## config.mk

```make
export PLATFORM = sky130hd
export DESIGN_NAME = fir_cmplx_decim_flat
export DESIGN_NICKNAME = d
export VERILOG_FILES = /design/src/rtl/fir_cmplx_decim_if.sv /design/src/rtl/fir_cmplx_decim.sv /design/src/flat_wrapper.sv
export SDC_FILE = /design/constraint.sdc
export NUM_CORES = 1
export LEC_CHECK = 0
export CORE_MARGIN = 2
export CORE_UTILIZATION = 45
export CTS_CLUSTER_DIAMETER = 150
export DETAILED_ROUTE_END_ITERATION = 7
export DONT_BUFFER_PORTS = 1
export REMOVE_ABC_BUFFERS = 1
export SETUP_SLACK_MARGIN = 0.05
export SLEW_MARGIN = 10
export SYNTH_ARGS = -nofsm -noshare
export SYNTH_HDL_FRONTEND = slang
export SYNTH_SLANG_ARGS = --single-unit
```

## constraint.sdc

```tcl
create_clock -name clk -period 2.6 [get_ports clk]
set_input_delay 0.13 -clock clk [delete_from_list [all_inputs] [get_ports clk]]
set_output_delay 0.13 -clock clk [all_outputs]
set_load 0.02 [all_outputs]
```

## src/rtl/fir_cmplx_decim_if.sv

```systemverilog
// I/Q sample and result bundle for the complex decimating FIR.
// The slave side is the filter; the master side owns the input and output FIFOs.
interface fir_cmplx_decim_if #(
    parameter int DATA_WIDTH = 32
) ();
    logic [DATA_WIDTH-1:0] x_real_in;
    logic [DATA_WIDTH-1:0] x_imag_in;
    logic                  x_real_empty;
    logic                  x_imag_empty;
    logic                  x_real_rd_en;
    logic                  x_imag_rd_en;
    logic [DATA_WIDTH-1:0] y_real_out;
    logic [DATA_WIDTH-1:0] y_imag_out;
    logic                  y_real_full;
    logic                  y_imag_full;
    logic                  y_real_wr_en;
    logic                  y_imag_wr_en;

    modport master (
        output x_real_in, x_imag_in, x_real_empty, x_imag_empty,
        output y_real_full, y_imag_full,
        input  x_real_rd_en, x_imag_rd_en,
        input  y_real_out, y_imag_out, y_real_wr_en, y_imag_wr_en
    );

    modport slave (
        input  x_real_in, x_imag_in, x_real_empty, x_imag_empty,
        input  y_real_full, y_imag_full,
        output x_real_rd_en, x_imag_rd_en,
        output y_real_out, y_imag_out, y_real_wr_en, y_imag_wr_en
    );
endinterface

```

## src/rtl/fir_cmplx_decim.sv

```systemverilog
// Complex-coefficient FIR with integer decimation: one time-shared complex MAC,
// one tap per cycle, one output written per DECIMATION accepted input samples.
module fir_cmplx_decim #(
    parameter int TAPS       = 20,
    parameter int DECIMATION = 1,
    parameter int DATA_WIDTH = 32,
    parameter int COEF_WIDTH = 32,
    parameter int FRAC_BITS  = 10,
    parameter int ACC_WIDTH  = 48,
    parameter logic [0:TAPS-1][COEF_WIDTH-1:0] H_REAL = '0,
    parameter logic [0:TAPS-1][COEF_WIDTH-1:0] H_IMAG = '0
) (
    input  logic               clk,
    input  logic               rst,
    fir_cmplx_decim_if.slave   bus
);
    localparam int TAP_W = $clog2(TAPS);
    localparam int PH_W  = (DECIMATION > 1) ? $clog2(DECIMATION) : 1;
    localparam int PW    = DATA_WIDTH + COEF_WIDTH;
    localparam int EW    = (PW > ACC_WIDTH) ? PW : ACC_WIDTH;

    localparam logic [TAP_W-1:0] TAP_LAST = TAP_W'(TAPS - 1);
    localparam logic [PH_W-1:0]  PH_LAST  = PH_W'(DECIMATION - 1);

    localparam logic [1:0] ST_LOAD = 2'd0;
    localparam logic [1:0] ST_MAC  = 2'd1;
    localparam logic [1:0] ST_OUT  = 2'd2;

    logic [1:0]            state_q, state_d;
    logic [TAP_W-1:0]      tap_q, tap_d;
    logic [PH_W-1:0]       phase_q, phase_d;
    logic [ACC_WIDTH-1:0]  acc_r_q, acc_r_d, acc_i_q, acc_i_d;
    logic [DATA_WIDTH-1:0] y_r_q, y_r_d, y_i_q, y_i_d;
    logic [DATA_WIDTH-1:0] x_r_q [TAPS];
    logic [DATA_WIDTH-1:0] x_r_d [TAPS];
    logic [DATA_WIDTH-1:0] x_i_q [TAPS];
    logic [DATA_WIDTH-1:0] x_i_d [TAPS];

    logic                  rd_en, wr_en, shift_en;
    logic signed [DATA_WIDTH-1:0] xr_sel, xi_sel;
    logic signed [COEF_WIDTH-1:0] hr_sel, hi_sel;
    logic signed [PW-1:0]  p_rr, p_ii, p_ri, p_ir;
    logic signed [EW-1:0]  t_rr, t_ii, t_ri, t_ir, pr_ext, pi_ext;

    // Tap products: each full-width product is floored by FRAC_BITS on its own
    // before the terms are combined, so the rounding matches a per-product model.
    always_comb begin
        xr_sel = x_r_q[tap_q];
        xi_sel = x_i_q[tap_q];
        hr_sel = H_REAL[tap_q];
        hi_sel = H_IMAG[tap_q];
        p_rr   = xr_sel * hr_sel;
        p_ii   = xi_sel * hi_sel;
        p_ri   = xr_sel * hi_sel;
        p_ir   = xi_sel * hr_sel;
        t_rr   = EW'(p_rr >>> FRAC_BITS);
        t_ii   = EW'(p_ii >>> FRAC_BITS);
        t_ri   = EW'(p_ri >>> FRAC_BITS);
        t_ir   = EW'(p_ir >>> FRAC_BITS);
        pr_ext = t_rr - t_ii;
        pi_ext = t_ri + t_ir;
    end

    always_comb begin
        state_d  = state_q;
        tap_d    = tap_q;
        phase_d  = phase_q;
        acc_r_d  = acc_r_q;
        acc_i_d  = acc_i_q;
        y_r_d    = y_r_q;
        y_i_d    = y_i_q;
        rd_en    = 1'b0;
        wr_en    = 1'b0;
        shift_en = 1'b0;
        case (state_q)
            ST_LOAD: begin
                if (!bus.x_real_empty && !bus.x_imag_empty) begin
                    rd_en    = 1'b1;
                    shift_en = 1'b1;
                    if (phase_q == PH_LAST) begin
                        phase_d = '0;
                        tap_d   = '0;
                        acc_r_d = '0;
                        acc_i_d = '0;
                        state_d = ST_MAC;
                    end else begin
                        phase_d = phase_q + PH_W'(1);
                    end
                end
            end
            ST_MAC: begin
                acc_r_d = acc_r_q + pr_ext[ACC_WIDTH-1:0];
                acc_i_d = acc_i_q + pi_ext[ACC_WIDTH-1:0];
                tap_d   = tap_q + TAP_W'(1);
                if (tap_q == TAP_LAST) begin
                    // Latch the truncated result once so it stays stable through any stall.
                    y_r_d   = acc_r_d[DATA_WIDTH-1:0];
                    y_i_d   = acc_i_d[DATA_WIDTH-1:0];
                    tap_d   = '0;
                    state_d = ST_OUT;
                end
            end
            ST_OUT: begin
                if (!bus.y_real_full && !bus.y_imag_full) begin
                    wr_en   = 1'b1;
                    state_d = ST_LOAD;
                end
            end
            default: state_d = ST_LOAD;
        endcase
    end

    always_comb begin
        for (int k = 0; k < TAPS; k++) begin
            x_r_d[k] = x_r_q[k];
            x_i_d[k] = x_i_q[k];
        end
        if (shift_en) begin
            x_r_d[0] = bus.x_real_in;
            x_i_d[0] = bus.x_imag_in;
            for (int k = 1; k < TAPS; k++) begin
                x_r_d[k] = x_r_q[k-1];
                x_i_d[k] = x_i_q[k-1];
            end
        end
    end

    always_ff @(posedge clk) begin
        if (rst) begin
            state_q <= ST_LOAD;
            tap_q   <= '0;
            phase_q <= '0;
            acc_r_q <= '0;
            acc_i_q <= '0;
            y_r_q   <= '0;
            y_i_q   <= '0;
            for (int k = 0; k < TAPS; k++) begin
                x_r_q[k] <= '0;
                x_i_q[k] <= '0;
            end
        end else begin
            state_q <= state_d;
            tap_q   <= tap_d;
            phase_q <= phase_d;
            acc_r_q <= acc_r_d;
            acc_i_q <= acc_i_d;
            y_r_q   <= y_r_d;
            y_i_q   <= y_i_d;
            for (int k = 0; k < TAPS; k++) begin
                x_r_q[k] <= x_r_d[k];
                x_i_q[k] <= x_i_d[k];
            end
        end
    end

    // Strobes are combinational so a pop/push lands on the same edge as the decision.
    assign bus.x_real_rd_en = rd_en && !rst;
    assign bus.x_imag_rd_en = rd_en && !rst;
    assign bus.y_real_wr_en = wr_en && !rst;
    assign bus.y_imag_wr_en = wr_en && !rst;
    assign bus.y_real_out   = y_r_q;
    assign bus.y_imag_out   = y_i_q;
endmodule

```

## src/flat_wrapper.sv

```systemverilog
// flat-port wrapper written by rule: the top's interface ports become plain ports
module fir_cmplx_decim_flat 
#(
    parameter int TAPS       = 20,
    parameter int DECIMATION = 1,
    parameter int DATA_WIDTH = 32,
    parameter int COEF_WIDTH = 32,
    parameter int FRAC_BITS  = 10,
    parameter int ACC_WIDTH  = 48,
    parameter logic [0:TAPS-1][COEF_WIDTH-1:0] H_REAL = '0,
    parameter logic [0:TAPS-1][COEF_WIDTH-1:0] H_IMAG = '0
)
  (clk, rst, bus_x_real_in, bus_x_imag_in, bus_x_real_empty, bus_x_imag_empty, bus_y_real_full, bus_y_imag_full, bus_x_real_rd_en, bus_x_imag_rd_en, bus_y_real_out, bus_y_imag_out, bus_y_real_wr_en, bus_y_imag_wr_en);
  fir_cmplx_decim_if #(.DATA_WIDTH(DATA_WIDTH)) bus_i ();
  input  logic clk;
  input  logic rst;
  input wire logic [$bits(bus_i.x_real_in)-1:0] bus_x_real_in;
  input wire logic [$bits(bus_i.x_imag_in)-1:0] bus_x_imag_in;
  input wire logic [$bits(bus_i.x_real_empty)-1:0] bus_x_real_empty;
  input wire logic [$bits(bus_i.x_imag_empty)-1:0] bus_x_imag_empty;
  input wire logic [$bits(bus_i.y_real_full)-1:0] bus_y_real_full;
  input wire logic [$bits(bus_i.y_imag_full)-1:0] bus_y_imag_full;
  output wire logic [$bits(bus_i.x_real_rd_en)-1:0] bus_x_real_rd_en;
  output wire logic [$bits(bus_i.x_imag_rd_en)-1:0] bus_x_imag_rd_en;
  output wire logic [$bits(bus_i.y_real_out)-1:0] bus_y_real_out;
  output wire logic [$bits(bus_i.y_imag_out)-1:0] bus_y_imag_out;
  output wire logic [$bits(bus_i.y_real_wr_en)-1:0] bus_y_real_wr_en;
  output wire logic [$bits(bus_i.y_imag_wr_en)-1:0] bus_y_imag_wr_en;
  assign bus_i.x_real_in = bus_x_real_in;
  assign bus_i.x_imag_in = bus_x_imag_in;
  assign bus_i.x_real_empty = bus_x_real_empty;
  assign bus_i.x_imag_empty = bus_x_imag_empty;
  assign bus_i.y_real_full = bus_y_real_full;
  assign bus_i.y_imag_full = bus_y_imag_full;
  assign bus_x_real_rd_en = bus_i.x_real_rd_en;
  assign bus_x_imag_rd_en = bus_i.x_imag_rd_en;
  assign bus_y_real_out = bus_i.y_real_out;
  assign bus_y_imag_out = bus_i.y_imag_out;
  assign bus_y_real_wr_en = bus_i.y_real_wr_en;
  assign bus_y_imag_wr_en = bus_i.y_imag_wr_en;
  fir_cmplx_decim #(.TAPS(TAPS), .DECIMATION(DECIMATION), .DATA_WIDTH(DATA_WIDTH), .COEF_WIDTH(COEF_WIDTH), .FRAC_BITS(FRAC_BITS), .ACC_WIDTH(ACC_WIDTH), .H_REAL(H_REAL), .H_IMAG(H_IMAG)) u_core (.clk(clk), .rst(rst), .bus(bus_i));
endmodule
```

==> results of run 1 <==
==> tightest hold or removal path, cell delays in order <==
cell and delay [ps]:
nor2_1 60, nand2_1 80, a21oi_1 70
==> state kept, by name, indices dropped and copies added (netlist names) <==
| signal | cells |
|---|---|
| u_core.acc_r_q | 30 |
| u_core.state_q | 2 |
| u_core.tap_q | 5 |
| u_core.bus.y_real_out | 30 |
==> repair_timing <==
item,in CTS,in global routing
hold buffers,4,0
setup endpoints to repair,20,19
resized for setup,24,48
setup buffers,0,3
hold endpoints to repair,67,0
pin swaps,9,28
==> stage by stage <==
step	setup WS (ps)	cells	utilization (%)
floorplan	-635.0	529	-
global placement	-165.4	710	50.09
finish	-94.93	733	56.45
detailed placement	-247.6	710	50.09
CTS	-62.17	730	53.78
global route	-216.6	733	56.45
==> kinds of logic (layout without fill, tap and decap cells) <==
group	Yosys count	after routing	share of synthesized area, %
AOI/OAI and AO/OA	149	149	23.52
xor gates and xnor gates	25	25	5.107
adders and majority gates	32	32	9.338
buffers and inverters	93	111	11.32
DFF	67	67	31.28
other	1	34	0.08746
and+or+nand+nor	186	186	19.35
==> synthesized netlist by cell type (all sizes together) <==
cell | number | share of area, %
xor2 | 8 | 1.6
a31oi | 6 | 1.2
and2b | 1 | 0.18
or4 | 1 | 0.18
a21oi | 51 | 6.0
conb | 1 | 0.087
nor2b | 5 | 0.73
and4 | 1 | 0.26
nand2 | 71 | 6.4
nor3 | 7 | 0.82
a2111oi | 1 | 0.64
o211ai | 3 | 0.64
nand4b | 2 | 0.41
o21bai | 5 | 0.88
o21a | 7 | 1.2
o211a | 1 | 0.23
o31ai | 2 | 0.35
and2 | 2 | 0.29
nand4 | 5 | 0.73
a211oi | 9 | 1.7
a2bb2oi | 1 | 0.20
o2111ai | 1 | 0.20
a21o | 12 | 2.1
a21boi | 1 | 0.18
inv | 36 | 3.2
a221o | 1 | 0.23
dfxtp | 67 | 31
nor4 | 1 | 0.15
nand3b | 4 | 0.70
o311ai | 1 | 0.61
nand2b | 4 | 0.58
buf | 37 | 6.4
nand3 | 14 | 1.6
and3 | 5 | 0.73
or3 | 1 | 0.15
nor2 | 62 | 5.4
clkbuf | 20 | 1.8
a22oi | 27 | 4.7
ha | 32 | 9.3
xnor2 | 17 | 3.5
o21ai | 20 | 2.4
==> layer usage <==
metal	global-route usage [%]	wire length (um)
met1	27.37	5053
met2	30.97	4545
met3	4.762	457
met4	5.925	116
met5	0	0
==> power breakdown <==
group	internal (mW)	leakage (nW)	total, mW	switching [mW]
Combinational	0.0194	1.41	0.121	0.102
Clock	0.397	0.0905	0.789	0.392
Sequential	1.02	0.546	1.02	0.00262
Total	1.44	2.04	1.93	0.496
==> layout make-up <==
cell class	instances	area share [%]
Inverter	36	2.639
Sequential cell	67	26.22
Clock buffer	14	3.118
Clock inverter	2	0.1919
Timing Repair Buffer	59	9.019
Tap cell	129	3.094
Multi-Input combinational cell	426	55.72
==> worst max-delay path by stage <==
stage                     depth (start not counted)                         to              start  slack, ps
after detailed placement                         13         u_core.acc_r_q[31]  u_core.acc_r_q[4]       -250
after global routing                             13         u_core.acc_r_q[31]  u_core.acc_r_q[9]       -220
after floorplan                                   4  u_core.bus.y_real_out[31]  u_core.state_q[0]       -640
after global placement                           12  u_core.bus.y_real_out[31]  u_core.acc_r_q[4]       -170
final                                            12  u_core.bus.y_real_out[31]  u_core.acc_r_q[4]        -90
after CTS                                        12  u_core.bus.y_real_out[31]  u_core.acc_r_q[7]        -60
==> flow_metrics.tcl, run 1 <==
set metrics [dict create \
    numCtsBuffers 9 \
    drc 0 \
    worst-slew-pin-transition_ps 744.0 \
    multiInputGateArea_um2 2907 \
    cpLargestDelayFamily "compound AO/OA/AOI/OAI gates" \
    cp.required_ps 2880 \
    path_cells "inv_2 -> ha_4 -> and4_4 -> a21o_1 -> o211ai_2 -> a31oi_4 -> a2111oi_4 -> o21ai_2 -> nand2_4 -> o311ai_4 -> or4_1 -> nand3_1" \
    start_util_pct 46.40 \
    yosysSeqAreaShare_pct 31.28 \
    synth-seq-cells 67 \
    diodes 0 \
    fin_total_pwr_mw 1.934 \
    syn_avg_cell_area_um2 7.754 \
    status "finished with violations" \
    hold_ws_ps 44.73 \
    hp-start "bus_x_real_empty" \
    finalSetupViolations 5 \
    drv_cap 0 \
    place_congestion 0.9274 \
    layout-drive-gt1-share_pct 21.85 \
    antenna_found_initial 0 \
    setup-tns-final_ps -277.7 \
    grt_max_degree 71 \
    ir_drop_v 0.0002048 \
    clkTransAtPathRegs_ps 70 \
    rrSetupSlack_ps -90 \
    cp-start-kind "flop" \
    crit_type "flop to flop" \
    first_pass_iters 5 \
    slowest_stage "a2111oi_4" \
    final_common_cell "nand2_1" \
    grt_first_pass_wirelength_um 16540 \
    core-area_um2 9240 \
    place_area_um2 4628 \
    dp_hpwl_um 6741 \
    final_antenna_net_count 0 \
    regArea_um2 1368 \
    yosys_warnings 0 \
    synth_area_um2 4288 \
    powerDensity_nw_per_um2 370.8 \
    die_h_um 101.6 \
    hold_class "primary input to flop" \
    htree_levels 3 \
    worst-path-buf-inv 1 \
    groute.usage.overall_pct 19.91 \
    drtIter0Drc 119 \
    slew_viol_final 0 \
    rsz0062_at_grt "true" \
    crit_arrival_ps 2970 \
    design_area_um2 5216 \
    timing.rr.start "u_core.acc_r_q[4]" \
    cpPeakStageDelay_ps 450 \
    grt_pass1_vias 3500 \
    cp_max_fo 5 \
    worstReg2RegEnd "u_core.bus.y_real_out[31]" \
    fin_nets 701 \
    layout_setup_ws_ps -94.93 \
    area_growth_pct 21.65 \
    vias 3823 \
    dieArea_um2 10330 \
    p_leak_nw 2.044 \
    numPortBuffers 0 \
    min_to "u_core.state_q[0]" \
    fin_crit_sh_pct 103.7 \
    root_buffer "clkbuf_8" \
    clock_skew_ps 11.11 \
    violations "negative setup slack" \
    synth_cells 553 \
    grt_overflow 0 \
    r2r_cells 12 \
    synth_cell_types 47 \
    final_cell_mix "nand2_1, nor2_1, dfxtp_1" \
    worst_skew_pair.late_latency_ps 350 \
    num_io_pins 138 \
    wl_um 10170 \
    cts_buffer_depth 2 \
    end_kind "flop" \
    relSlewSlack_pct 50.22 \
    fmax_ghz 0.3711 \
    via_per_inst 5.216 \
    fin_crit_ps 2695 \
    row_count 35 \
    hold_viol 0 \
    die_width_um 101.6 \
    tritoncts "yes" \
    min_path_cells 3 \
    fillers 866 \
    clock-sinks 67 \
    wl_per_cell_um 13.88 \
]
Note: power is estimated with default switching activity, not from simulation.
==> inputs of run 2 (changes only) <==
Settings changed: CORE_UTILIZATION 45 to 40, GPL_ROUTABILITY_DRIVEN from default to 0.
==> run 2 against run 1 <==
Effect of this change: hold slack worse by 7.8 ps; first-iteration DRC count is 66% higher; setup slack worse by 61 ps; largest cell class unchanged; highest routed layer unchanged; clock-buffer cell count stayed put; global-route usage is 1.9 points lower; the run still ends with negative setup slack left.
==> flow_metrics.tcl, run 2 (same netlist as run 1, synthesis figures left out) <==
set metrics [dict create \
    status "finished with violations" \
    violations "negative setup slack" \
    antenna_found_initial 0 \
    cp_max_fo 3 \
    die_width_um 107.5 \
    grt_first_pass_wirelength_um 16690 \
    wl_um 10430 \
    dp.cells 715 \
    fmax_ghz 0.3629 \
    cp-start-kind "flop" \
    grt_overflow 0 \
    via_per_inst 5.237 \
    die_h_um 107.5 \
    hold_class "primary input to flop" \
    grt_max_degree 72 \
    dieArea_um2 11560 \
    ir_drop_v 0.0001877 \
    fin_crit_ps 2755 \
    worst-slew-pin-transition_ps 783.0 \
    grt_pass1_vias 3621 \
    hold_viol 0 \
    num_io_pins 138 \
    crit_type "flop to flop" \
    drv_cap 0 \
    end_kind "flop" \
    rsz0062_at_grt "true" \
    area_growth_pct 24.37 \
    wl_per_cell_um 13.98 \
    final_common_cell "nand2_1" \
    groute.usage.overall_pct 18.05 \
    final_cell_mix "nand2_1, nor2_1, buf_4" \
    crit_arrival_ps 3060 \
    p_leak_nw 2.093 \
    vias 3907 \
    cts_buffer_depth 2 \
    start_util_pct 41.35 \
    cp.required_ps 2900 \
    dp_hpwl_um 6973 \
    post-place-ws_ps -188.5 \
    layout-drive-gt1-share_pct 24.26 \
    numCtsBuffers 9 \
    drc 0 \
    powerDensity_nw_per_um2 362.2 \
    tritoncts "yes" \
    fin_crit_sh_pct 106.0 \
    root_buffer "clkbuf_8" \
    final_antenna_net_count 0 \
    fillers 976 \
    row_count 37 \
    clock_skew_ps 8.969 \
    first_pass_iters 4 \
    numPortBuffers 0 \
    diodes 0 \
    worst_skew_pair.late_latency_ps 360 \
    fin_nets 707 \
    clkTransAtPathRegs_ps 70 \
    final_util_pct 51.42 \
    core-area_um2 10370 \
    finalSetupViolations 10 \
    drtIter0Drc 197 \
    clock-sinks 67 \
    layout_setup_ws_ps -155.4 \
    stdcell_count 746 \
    htree_levels 3 \
    setup-tns-final_ps -732.1 \
    relSlewSlack_pct 47.77 \
    slew_viol_final 0 \
]
-- run 2: cell types whose count changed in the layout (fill, tap and decap cells not counted), sizes merged --
cell / change
buf: +7
dlygate4sd3: -1
-- run 2: power by group --
part / internal [mW] / total [mW] / switching [mW]
clock network: 0.396 / 0.786 / 0.390
logic: 0.0170 / 0.120 / 0.103
registers: 1.02 / 1.03 / 0.00257
total: 1.44 / 1.93 / 0.495
-- run 2: cell type report --
class	instances	area [um2]	area share, %
Inverter	36	142.6	2.675
Clock inverter	2	10.01	0.1877
Clock buffer	14	162.7	3.050
Multi-Input combinational cell	426	2955	55.42
Timing Repair Buffer	65	524.3	9.831
Tap cell	136	170.2	3.191
Sequential cell	67	1368	25.65
-- run 2: final timing paths --
path	from	end	slack [ps]	cells past startpoint
max reg2reg	u_core.acc_r_q[4]	u_core.bus.y_real_out[31]	-160	12
min	bus_x_real_empty	u_core.state_q[0]	40	3
max	u_core.acc_r_q[4]	u_core.bus.y_real_out[31]	-160	12
min reg2reg	u_core.acc_r_q[29]	u_core.acc_r_q[29]	520	2
-- run 2: metal layers --
layer / wire [um] / part of all wire, % / global-route usage [%]
met1: 4953 / 47 / 24.24
met2: 4817 / 46 / 27.85
met3: 465 / 4.5 / 3.511
met4: 191 / 1.8 / 8.333
met5: 0 / 0 / 0
-- run 2: repair_timing --
item / in CTS / in global routing
resized for setup: 44 / 43
hold endpoints to repair: 67 / 0
endpoints found under the setup margin: 20 / 20
pin swaps: 16 / 24
hold buffers: 3 / 0
setup buffers: 6 / 6
-- run 2: per-stage QoR --
stage | power, mW | instance area [um2] | hold slack, ps
floorplan | 1.126 | 4061 | 199.1
global placement | 1.147 | 4622 | 203.6
detailed placement | 1.149 | 4622 | 206.3
CTS | 1.955 | 5091 | 22.75
global route | 2.014 | 5333 | 35.55
finish | 1.932 | 5333 | 36.93
-- run 2: critical path, cell delays in order, from the launching register on --
cell       delay (ps)
dfxtp_4           380
inv_2              50
ha_4              210
and4_4            180
a21o_1            170
o211ai_2          220
a31oi_4           140
a2111oi_4         420
o21ai_2           140
nand2_4            90
o311ai_4           80
or4_1             520
nand3_1            90
==> inputs of run 3 (changes only) <==
Settings changed: BUFFER_PORTS_ARGS from default to -buffer_cell sky130_fd_sc_hd__buf_2, DONT_BUFFER_PORTS 1 to default, PLACE_DENSITY from default to 0.78, SKIP_LAST_GASP from default to 1.
==> run 3 against run 2 <==
Effect of this change: the run still ends with negative setup slack left; final cell count increased by 5.4%; largest power group unchanged; register-to-register slack better by 50 ps; combinational power hardly changed; sequential share of layout area decreased by 0.75 points; fmax is 1.9% higher; clock skew shrank 0.80 ps; wire length rose by 7.7%; setup slack improved by 52 ps; die area did not move; sequential power about the same; hold slack improved by 53 ps; power is 1.0% lower.
==> flow_metrics.tcl, run 3 (same netlist as run 1, synthesis figures left out) <==
set metrics [dict create \
    ir_drop_v 0.0002117 \
    grt_first_pass_wirelength_um 17620 \
    area_growth_pct 27.87 \
    die_h_um 107.5 \
    die_width_um 107.5 \
    groute.usage.overall_pct 18.62 \
    end_kind "flop" \
    first_pass_iters 4 \
    hold_class "primary input to flop" \
    vias 4172 \
    wl_um 11230 \
    numPortBuffers 39 \
    grt_overflow 0 \
    dp_hpwl_um 7547 \
    grt_pass1_vias 3858 \
    root_buffer "clkbuf_8" \
    dieArea_um2 11560 \
    cp_max_fo 5 \
    p_leak_nw 2.318 \
    finalSetupViolations 6 \
    cts_buffer_depth 2 \
    num_io_pins 138 \
    rsz0062_at_grt "true" \
    diodes 0 \
    drv_cap 0 \
    clock-sinks 67 \
    via_per_inst 5.308 \
    hold_viol 0 \
    fin_crit_sh_pct 104.0 \
    worst_skew_pair.late_latency_ps 360 \
    fin_nets 747 \
    dp.cells 755 \
    layout-drive-gt1-share_pct 29.54 \
    numCtsBuffers 9 \
    min_path_cells 3 \
    layout_setup_ws_ps -103.1 \
    status "finished with violations" \
    regArea_um2 1365 \
    wl_per_cell_um 14.28 \
    slew_viol_final 0 \
    start_util_pct 41.35 \
    post-place-ws_ps -225.3 \
    core-area_um2 10370 \
    antenna_found_initial 0 \
    drtIter0Drc 201 \
    hold_ws_ps 90.04 \
    relSlewSlack_pct 63.66 \
    fillers 922 \
    final_antenna_net_count 0 \
    crit_type "flop to flop" \
    drc 0 \
    worst-slew-pin-transition_ps 545.1 \
    tritoncts "yes" \
    fin_crit_ps 2703 \
    final_cell_mix "nand2_1, buf_4, nor2_1" \
    stdcell_count 786 \
    multiInputGateArea_um2 2943 \
    cp-start-kind "flop" \
    clock_skew_ps 8.173 \
    crit_arrival_ps 3000 \
    powerDensity_nw_per_um2 348.8 \
    row_count 37 \
    r2r_cells 12 \
    fmax_ghz 0.3699 \
    violations "negative setup slack" \
    grt_max_degree 34 \
    final_common_cell "nand2_1" \
    cp.required_ps 2900 \
    htree_levels 3 \
    clkTransAtPathRegs_ps 80 \
    cts_hold_buf 0 \
]
-- run 3: cell count changes in the layout (fill, tap and decap cells not counted), moves of 3 or more --
cell        change
a21oi_2         +3
buf_2          +39
buf_4           +5
clkbuf_1        -3
clkinvlp_4      +4
nand3_1         +3
nand3_2         -3
xnor2_1         -6
xnor2_2         +6
-- run 3: final timing paths --
kind / from / to / slack (ps)
worst max-delay path: u_core.acc_r_q[6] / u_core.bus.y_real_out[31] / -100
worst min-delay path: bus_y_real_full / u_core.state_q[1] / 90
worst max register to register: u_core.acc_r_q[6] / u_core.bus.y_real_out[31] / -100
worst min register to register: u_core.bus.y_real_out[21] / u_core.bus.y_real_out[21] / 450
-- run 3: what timing repair did --
item,in CTS,in global routing
setup endpoints to repair,20,27
pin swaps,9,32
resized for setup,38,45
setup buffers,7,9
-- run 3: power by group --
group | switching [mW] | leakage [nW] | internal, mW | total [mW]
registers | 0.00284 | 0.546 | 1.02 | 1.03
logic | 0.103 | 1.69 | 0.0183 | 0.121
clock network | 0.427 | 0.0770 | 0.339 | 0.766
-- run 3: worst max-delay path, cell delays in order, from the launching register on --
cell and delay (ps):
dfxtp_2 370, inv_1 80, ha_4 290, nand3_1 100, a21boi_1 300, o211ai_2 160, a31oi_4 230, a2111oi_4 110
o21ai_2 210, a21o_1 180, o311ai_4 110, or4_1 430, nand3_1 80
-- run 3: area by class of cell --
class                      count  area share [%]
timing repair buffer         105           12.73
tap                          136           3.104
multi-input combinational    426           53.67
sequential                    67           24.90
clock buffer                   9           2.259
inverter                      36           2.510
clock inverter                 7          0.8215
-- run 3: per-stage QoR --
step | util (%) | setup TNS [ps] | power, mW | instance area [um2]
2_1_floorplan | - | -6859 | 1.126 | 4061
3_3_place_gp | 46.46 | -918.5 | 1.171 | 4818
3_5_place_dp | 46.46 | -1970 | 1.173 | 4818
4_1_cts | 50.31 | -83.48 | 1.929 | 5218
5_1_grt | 52.87 | -1620 | 1.984 | 5483
6_report | 52.87 | -356.4 | 1.912 | 5483
-- run 3: metal layers --
| metal | vias up | wire (um) | track usage (%) |
|---|---|---|---|
| met2 | 137 | 5556 | 32.43 |
| met3 | 18 | 563 | 3.632 |
| met5 | - | 0 | 0 |
| met1 | 1998 | 4897 | 22.52 |
| met4 | 0 | 210 | 7.143 |
| li1 | 2019 | - | - |
